**config.mk**
```make
export PLATFORM = sky130hd
export DESIGN_NAME = step_collision_detector_flat
export DESIGN_NICKNAME = d
export VERILOG_FILES = /design/src/rtl/game_pkg.sv /design/src/rtl/step_collision_detector_if.sv /design/src/rtl/edge_classifier.sv /design/src/rtl/step_collision_detector.sv /design/src/flat_wrapper.sv
export SDC_FILE = /design/constraint.sdc
export NUM_CORES = 1
export LEC_CHECK = 0
export CAP_MARGIN = 20
export CORE_UTILIZATION = 30
export DETAILED_ROUTE_END_ITERATION = 8
export DONT_BUFFER_PORTS = 1
export GPL_TIMING_DRIVEN = 0
export SKIP_LAST_GASP = 1
export SLEW_MARGIN = 0
export SYNTH_ARGS = -nofsm -noshare
export SYNTH_HDL_FRONTEND = slang
export SYNTH_SLANG_ARGS = --single-unit
```
**constraint.sdc**
```tcl
create_clock -name clk -period 2.08 [get_ports clk]
set_input_delay 0.52 -clock clk [delete_from_list [all_inputs] [get_ports clk]]
set_output_delay 0.52 -clock clk [all_outputs]
set_load 0.01 [all_outputs]
```
**src/rtl/game_pkg.sv**
```systemverilog
// Shared game constants: tile types, one-hot player edge codes, contact FSM
// states and the captured hit record used by the step collision logic.
package game_pkg;

  localparam logic [2:0] FREE  = 3'b000;
  localparam logic [2:0] REGU  = 3'b001;
  localparam logic [2:0] BRAKE = 3'b110;

  localparam logic [3:0] EDGE_NONE   = 4'b0000;
  localparam logic [3:0] EDGE_BOTTOM = 4'b0001;
  localparam logic [3:0] EDGE_RIGHT  = 4'b0010;
  localparam logic [3:0] EDGE_TOP    = 4'b0100;
  localparam logic [3:0] EDGE_LEFT   = 4'b1000;

  // Playfield is 640x448 in 64-pixel tiles.
  localparam int GRID_COLS = 10;
  localparam int GRID_ROWS = 7;

  typedef enum logic [1:0] {
    NO_CONTACT   = 2'd0,
    CONTACT      = 2'd1,
    RELEASE_WAIT = 2'd2
  } contact_state_t;

  typedef struct packed {
    logic [3:0] edge_code;
    logic [3:0] col;
    logic [2:0] row;
  } hit_info_t;

endpackage

```
**src/rtl/step_collision_detector_if.sv**
```systemverilog
// Pixel-stream inputs and contact outputs of the step collision detector.
interface step_collision_detector_if;

  logic        startOfFrame;
  logic [10:0] pixelX;
  logic [10:0] pixelY;
  logic        playerDrawingRequest;
  logic [10:0] playerOffsetX;
  logic [10:0] playerOffsetY;
  logic        stepDrawingRequest;
  logic [2:0]  step_type;

  logic        breaking_step_collision;
  logic [3:0]  HitEdgeCode;
  logic [3:0]  hitTileCol;
  logic [2:0]  hitTileRow;

  modport master (
    output startOfFrame, pixelX, pixelY, playerDrawingRequest,
           playerOffsetX, playerOffsetY, stepDrawingRequest, step_type,
    input  breaking_step_collision, HitEdgeCode, hitTileCol, hitTileRow
  );

  modport slave (
    input  startOfFrame, pixelX, pixelY, playerDrawingRequest,
           playerOffsetX, playerOffsetY, stepDrawingRequest, step_type,
    output breaking_step_collision, HitEdgeCode, hitTileCol, hitTileRow
  );

endinterface

```
**src/rtl/edge_classifier.sv**
```systemverilog
// Maps a pixel offset inside the player sprite to the one-hot edge band it
// falls in; bottom wins over top, then left, then right.
module edge_classifier
  import game_pkg::*;
#(
  parameter int PLAYER_SIZE = 32,
  parameter int EDGE_MARGIN = 4
) (
  input  logic [10:0] i_off_x,
  input  logic [10:0] i_off_y,
  output logic [3:0]  o_edge_code
);

  localparam logic [10:0] LOW_BAND  = 11'(EDGE_MARGIN);
  localparam logic [10:0] HIGH_BAND = 11'(PLAYER_SIZE - EDGE_MARGIN);

  always_comb begin
    if (i_off_y >= HIGH_BAND)      o_edge_code = EDGE_BOTTOM;
    else if (i_off_y < LOW_BAND)   o_edge_code = EDGE_TOP;
    else if (i_off_x < LOW_BAND)   o_edge_code = EDGE_LEFT;
    else if (i_off_x >= HIGH_BAND) o_edge_code = EDGE_RIGHT;
    else                           o_edge_code = EDGE_NONE;
  end

endmodule

```
**src/rtl/step_collision_detector.sv**
```systemverilog
// Counts player/BRAKE-tile overlap per frame and reports a debounced contact
// level plus the edge and tile of the first in-grid overlap pixel.
module step_collision_detector
  import game_pkg::*;
#(
  parameter int PLAYER_SIZE    = 32,
  parameter int EDGE_MARGIN    = 4,
  parameter int MIN_HIT_PIXELS = 4,
  parameter int RELEASE_FRAMES = 2
) (
  input  logic                       clk,
  input  logic                       reset,
  step_collision_detector_if.slave   bus
);

  localparam logic [7:0] MIN_HITS   = 8'(MIN_HIT_PIXELS);
  localparam logic [7:0] REL_FRAMES = 8'(RELEASE_FRAMES);

  logic           w_qual;
  logic           w_in_grid;
  logic           w_frame_hit;
  logic           w_load_out;
  logic           w_clear_out;
  logic [4:0]     w_col;
  logic [4:0]     w_row;
  logic [3:0]     w_edge_code;
  hit_info_t      w_pix_info;
  logic [7:0]     w_clear_cnt_next;
  contact_state_t w_state_next;

  contact_state_t r_state;
  logic [7:0]     r_clear_cnt;
  logic [7:0]     r_pix_cnt;
  logic           r_cap_valid;
  hit_info_t      r_cap;
  logic           r_collision;
  hit_info_t      r_out;

  edge_classifier #(
    .PLAYER_SIZE (PLAYER_SIZE),
    .EDGE_MARGIN (EDGE_MARGIN)
  ) u_edge_classifier (
    .i_off_x     (bus.playerOffsetX),
    .i_off_y     (bus.playerOffsetY),
    .o_edge_code (w_edge_code)
  );

  assign w_qual      = bus.playerDrawingRequest && bus.stepDrawingRequest &&
                       (bus.step_type == BRAKE);
  assign w_col       = bus.pixelX[10:6];
  assign w_row       = bus.pixelY[10:6];
  assign w_in_grid   = (w_col < 5'(GRID_COLS)) && (w_row < 5'(GRID_ROWS));
  assign w_pix_info  = {w_edge_code, w_col[3:0], w_row[2:0]};
  assign w_frame_hit = bus.startOfFrame && (r_pix_cnt >= MIN_HITS);

  // The start-of-frame pixel already belongs to the new frame.
  always_ff @(posedge clk) begin
    if (reset) begin
      r_pix_cnt   <= '0;
      r_cap_valid <= 1'b0;
      r_cap       <= '0;
    end else if (bus.startOfFrame) begin
      r_pix_cnt   <= w_qual ? 8'd1 : 8'd0;
      r_cap_valid <= w_qual && w_in_grid;
      r_cap       <= (w_qual && w_in_grid) ? w_pix_info : '0;
    end else begin
      if (w_qual && (r_pix_cnt != 8'hFF))
        r_pix_cnt <= r_pix_cnt + 8'd1;
      if (w_qual && w_in_grid && !r_cap_valid) begin
        r_cap_valid <= 1'b1;
        r_cap       <= w_pix_info;
      end
    end
  end

  always_ff @(posedge clk) begin
    if (reset) begin
      r_state     <= NO_CONTACT;
      r_clear_cnt <= '0;
    end else begin
      r_state     <= w_state_next;
      r_clear_cnt <= w_clear_cnt_next;
    end
  end

  always_comb begin
    w_state_next     = r_state;
    w_clear_cnt_next = r_clear_cnt;
    if (bus.startOfFrame) begin
      unique case (r_state)
        NO_CONTACT: begin
          if (w_frame_hit) w_state_next = CONTACT;
        end
        CONTACT: begin
          if (!w_frame_hit) begin
            if (REL_FRAMES <= 8'd1) begin
              w_state_next     = NO_CONTACT;
              w_clear_cnt_next = '0;
            end else begin
              w_state_next     = RELEASE_WAIT;
              w_clear_cnt_next = 8'd1;
            end
          end
        end
        RELEASE_WAIT: begin
          if (w_frame_hit) begin
            w_state_next     = CONTACT;
            w_clear_cnt_next = '0;
          end else if ((r_clear_cnt + 8'd1) >= REL_FRAMES) begin
            w_state_next     = NO_CONTACT;
            w_clear_cnt_next = '0;
          end else begin
            w_clear_cnt_next = r_clear_cnt + 8'd1;
          end
        end
        default: begin
          w_state_next     = NO_CONTACT;
          w_clear_cnt_next = '0;
        end
      endcase
    end
  end

  // Any hit refreshes the outputs; a fall back to NO_CONTACT zeroes them.
  always_comb begin
    w_load_out  = 1'b0;
    w_clear_out = 1'b0;
    if (bus.startOfFrame) begin
      w_load_out  = w_frame_hit;
      w_clear_out = (w_state_next == NO_CONTACT) && (r_state != NO_CONTACT);
    end
  end

  always_ff @(posedge clk) begin
    if (reset) begin
      r_collision <= 1'b0;
      r_out       <= '0;
    end else if (w_load_out) begin
      r_collision <= 1'b1;
      r_out       <= r_cap;
    end else if (w_clear_out) begin
      r_collision <= 1'b0;
      r_out       <= '0;
    end
  end

  assign bus.breaking_step_collision = r_collision;
  assign bus.HitEdgeCode             = r_out.edge_code;
  assign bus.hitTileCol              = r_out.col;
  assign bus.hitTileRow              = r_out.row;

endmodule

```
**src/flat_wrapper.sv**
```systemverilog
// flat-port wrapper written by rule: the top's interface ports become plain ports
module step_collision_detector_flat import game_pkg::*;
#(
  parameter int PLAYER_SIZE    = 32,
  parameter int EDGE_MARGIN    = 4,
  parameter int MIN_HIT_PIXELS = 4,
  parameter int RELEASE_FRAMES = 2
)
  (clk, reset, bus_startOfFrame, bus_pixelX, bus_pixelY, bus_playerDrawingRequest, bus_playerOffsetX, bus_playerOffsetY, bus_stepDrawingRequest, bus_step_type, bus_breaking_step_collision, bus_HitEdgeCode, bus_hitTileCol, bus_hitTileRow);
  step_collision_detector_if bus_i ();
  input  logic clk;
  input  logic reset;
  input wire logic [$bits(bus_i.startOfFrame)-1:0] bus_startOfFrame;
  input wire logic [$bits(bus_i.pixelX)-1:0] bus_pixelX;
  input wire logic [$bits(bus_i.pixelY)-1:0] bus_pixelY;
  input wire logic [$bits(bus_i.playerDrawingRequest)-1:0] bus_playerDrawingRequest;
  input wire logic [$bits(bus_i.playerOffsetX)-1:0] bus_playerOffsetX;
  input wire logic [$bits(bus_i.playerOffsetY)-1:0] bus_playerOffsetY;
  input wire logic [$bits(bus_i.stepDrawingRequest)-1:0] bus_stepDrawingRequest;
  input wire logic [$bits(bus_i.step_type)-1:0] bus_step_type;
  output wire logic [$bits(bus_i.breaking_step_collision)-1:0] bus_breaking_step_collision;
  output wire logic [$bits(bus_i.HitEdgeCode)-1:0] bus_HitEdgeCode;
  output wire logic [$bits(bus_i.hitTileCol)-1:0] bus_hitTileCol;
  output wire logic [$bits(bus_i.hitTileRow)-1:0] bus_hitTileRow;
  assign bus_i.startOfFrame = bus_startOfFrame;
  assign bus_i.pixelX = bus_pixelX;
  assign bus_i.pixelY = bus_pixelY;
  assign bus_i.playerDrawingRequest = bus_playerDrawingRequest;
  assign bus_i.playerOffsetX = bus_playerOffsetX;
  assign bus_i.playerOffsetY = bus_playerOffsetY;
  assign bus_i.stepDrawingRequest = bus_stepDrawingRequest;
  assign bus_i.step_type = bus_step_type;
  assign bus_breaking_step_collision = bus_i.breaking_step_collision;
  assign bus_HitEdgeCode = bus_i.HitEdgeCode;
  assign bus_hitTileCol = bus_i.hitTileCol;
  assign bus_hitTileRow = bus_i.hitTileRow;
  step_collision_detector #(.PLAYER_SIZE(PLAYER_SIZE), .EDGE_MARGIN(EDGE_MARGIN), .MIN_HIT_PIXELS(MIN_HIT_PIXELS), .RELEASE_FRAMES(RELEASE_FRAMES)) u_core (.clk(clk), .reset(reset), .bus(bus_i));
endmodule
```
==> metrics.txt <==
grt total ovfl=0; fraction of layout cells with a size suffix above 1=16.5%; CTS Hold Bufs=0; skew final=4.98 ps; Avg Inst Size Synth=8.45 um2; Reg power frac=57.5%; Yosys cell types=45; clock power share=39.0%; routed via count=1861; Starting Density=31.8%; n_diodes=0; FF+latch count, synth=42; post-placement setup slack=-93.8 ps; CP Max Fanout=5; register area share after synthesis=40.4%; Die X-Extent=85.3 um; CP Capture Type=flop; gr usage total=14.6%; Crit path required time=2270 ps; delay of the slowest critical-path stage=550 ps; FF+latch area=846 um2; Least-Margin Pin Slew=698 ps; GPL Wtd Cong=0.803; IO Port Bufs=0; ys async rst share=0%; CTS buffer count=5; commonest cells after routing, fill and taps aside=dfxtp_1 (38), nor2_1 (25), nand2_1 (23), nand4_1 (18), a21oi_1 (15); Top FF cell, synth=dfxtp_1; DR vias/cell=5.51; Clock Pin Slew Worst Setup and Hold Paths=80 ps; status=finished with violations; Slowest-stage cell, CP=or4_4; commonest non-fill, non-tap cell in the layout=dfxtp_1; number of global-route vias before repair=1799; placed cell areas=0.00218 mm2; Row Count=29; fill count=677; routed wire length=5.02 mm; mapped cell area=0.00208 mm2; Slew HR=53.3%; largest net degree at the start of global routing=13; Cell Count, Final, Fillers Out=338; Root Buffer=clkbuf_8; Placed Cells=323; Hold Crit Class=input port to flop; pwr/cell area=563 mW/mm2; Max Root-Sink Buffers=2; first-pass GRT wire length=8.45 mm; Fmax achieved=478 MHz; worst-path cell chain=or4_4 -> or3_4 -> nand3b_4 -> o2111ai_4 -> buf_6 -> a32oi_1 -> nand2_1; Total Power=1.40 mW; Layout area overhead=19.5%; drt pass-1 iters=4; Final setup viols=2; Post-Syn Instances=246; Iter 0 DRT Violations=131; Gate power share=3.4%; Post-synth EDFFs=0; worst setup margin=-12.8 ps; post-route ant nets=0; number of max-cap violations=0; worst vdd ir=0.000480 V; leakage=0.978 nW; DR WL/cell=14.9 um; dpl hpwl=3.46 mm; total internal power=1.09 mW; failing checks=negative setup slack; Critical Path AT=2280 ps; switching share of power=22.4%; post-layout util=38.0%; Yosys warnings=0; Core ar.=0.00653 mm2; # IOs=64; design area=0.00248 mm2; worst-skew pair later-pin latency=290 ps; RSZ-0062 raised after global routing=true; Multi-input gate area=0.00126 mm2; TritonCTS clock tree=done; initial antenna violation count=0; DRC viols=0; period utilisation layout=101%; crit start category=flop; CP Class=flop to flop; endpoints failing hold=0; H-tree lvl count=2; Vert. Die Dim=85.3 um; CTS Sinks=42; crit path buf inv count=1; Worst path top cell family by delay=simple AND/OR/NAND/NOR gates; syn_nets=306; nets=320; Die ar.=0.00727 mm2; fin crit period=2090 ps; fin. max-slew vios=0; net switching power=0.314 mW
-- cell families after synthesis --
logic type	share of synthesized area [%]
AO/OA/AOI/OAI	16.4
XOR/XNOR	3.79
adder cells (fa/ha/maj)	4.81
buffers and inverters	4.93
flip-flops	40.4
AND/OR/NAND/NOR	29.7
-- area by class of cell --
type	count	share of cell area (%)
Buffer	13	3.27
Clock buffer	7	3.47
Clock inverter	1	0.201
Inverter	9	1.36
Multi-Input combinational cell	181	50.9
Sequential cell	42	34.0
Tap cell	77	3.88
Timing Repair Buffer	8	2.87
-- per-stage QoR --
step	hold slack [ps]	TNS [ps]
after global routing	365	-438
after detailed placement	462	-1120
after CTS	363	-522
after global placement	455	-674
after floorplan	422	0
final	368	-20.3
-- worst paths after layout --
check	slack, ps	cells after the start	to	from
max	-10	7	u_core.bus.hitTileCol[2]	u_core.r_pix_cnt[2]
min	370	2	u_core.r_cap[5]	bus_pixelX[8]
max reg2reg	-10	7	u_core.bus.hitTileCol[2]	u_core.r_pix_cnt[2]
min reg2reg	470	2	u_core.bus.hitTileRow[2]	u_core.r_cap[2]
-- flip-flops by register name, summed over array words and instances (netlist names) --
register	cells
u_core.r_state	2
u_core.r_cap	11
u_core.r_pix_cnt	8
u_core.bus.hitTileCol	4
u_core.bus.HitEdgeCode	4
u_core.bus.hitTileRow	3
u_core.bus.breaking_step_collision	1
u_core.r_cap_valid	1
u_core.r_clear_cnt	8
-- power groups by stage --
stage	Sequential (mW)	Clock [mW]	Combinational, mW
global route	0.806	0.598	0.0531
finish	0.805	0.546	0.0478
floorplan	0.824	0	0.0342
CTS	0.805	0.557	0.0469
detailed placement	0.824	0	0.0466
global placement	0.824	0	0.0456
-- Yosys cell counts, drive strengths merged (2+ instances only) --
master / instances / area (um2)
nand3b: 2 / 18.8
dfxtp: 42 / 841
nor3b: 10 / 75.1
o21ai: 4 / 20.0
nor2b: 5 / 31.3
or4: 2 / 18.8
xor2: 8 / 70.1
clkbuf: 6 / 23.8
nand3: 4 / 20.0
a31oi: 6 / 37.5
and2: 7 / 43.8
nor3: 6 / 30.0
inv: 9 / 33.8
a211oi: 2 / 15.0
or3: 3 / 18.8
a21oi: 16 / 83.8
nor2: 25 / 93.8
ha: 8 / 100
nand2: 23 / 86.3
nor4: 2 / 12.5
nand4: 18 / 113
a32oi: 11 / 96.3
and3: 5 / 31.3
buf: 8 / 45.0
-- per-layer routing --
metal / vias to the layer above / GRT usage (%) / share of wire [%]
li1: 922 / - / -
met1: 875 / 19.8 / 48
met2: 59 / 23.7 / 45
met3: 5 / 2.33 / 5.3
met4: 0 / 4.55 / 1.1
met5: - / 0 / 0
-- timing repair --
item,4_1_cts,5_1_grt
endpoints found under the setup margin,10,22
pin swaps,13,4
cloned,2,0
setup buffers,5,2
resized for setup,16,21
No activity file was read; power rests on OpenSTA's default activity.
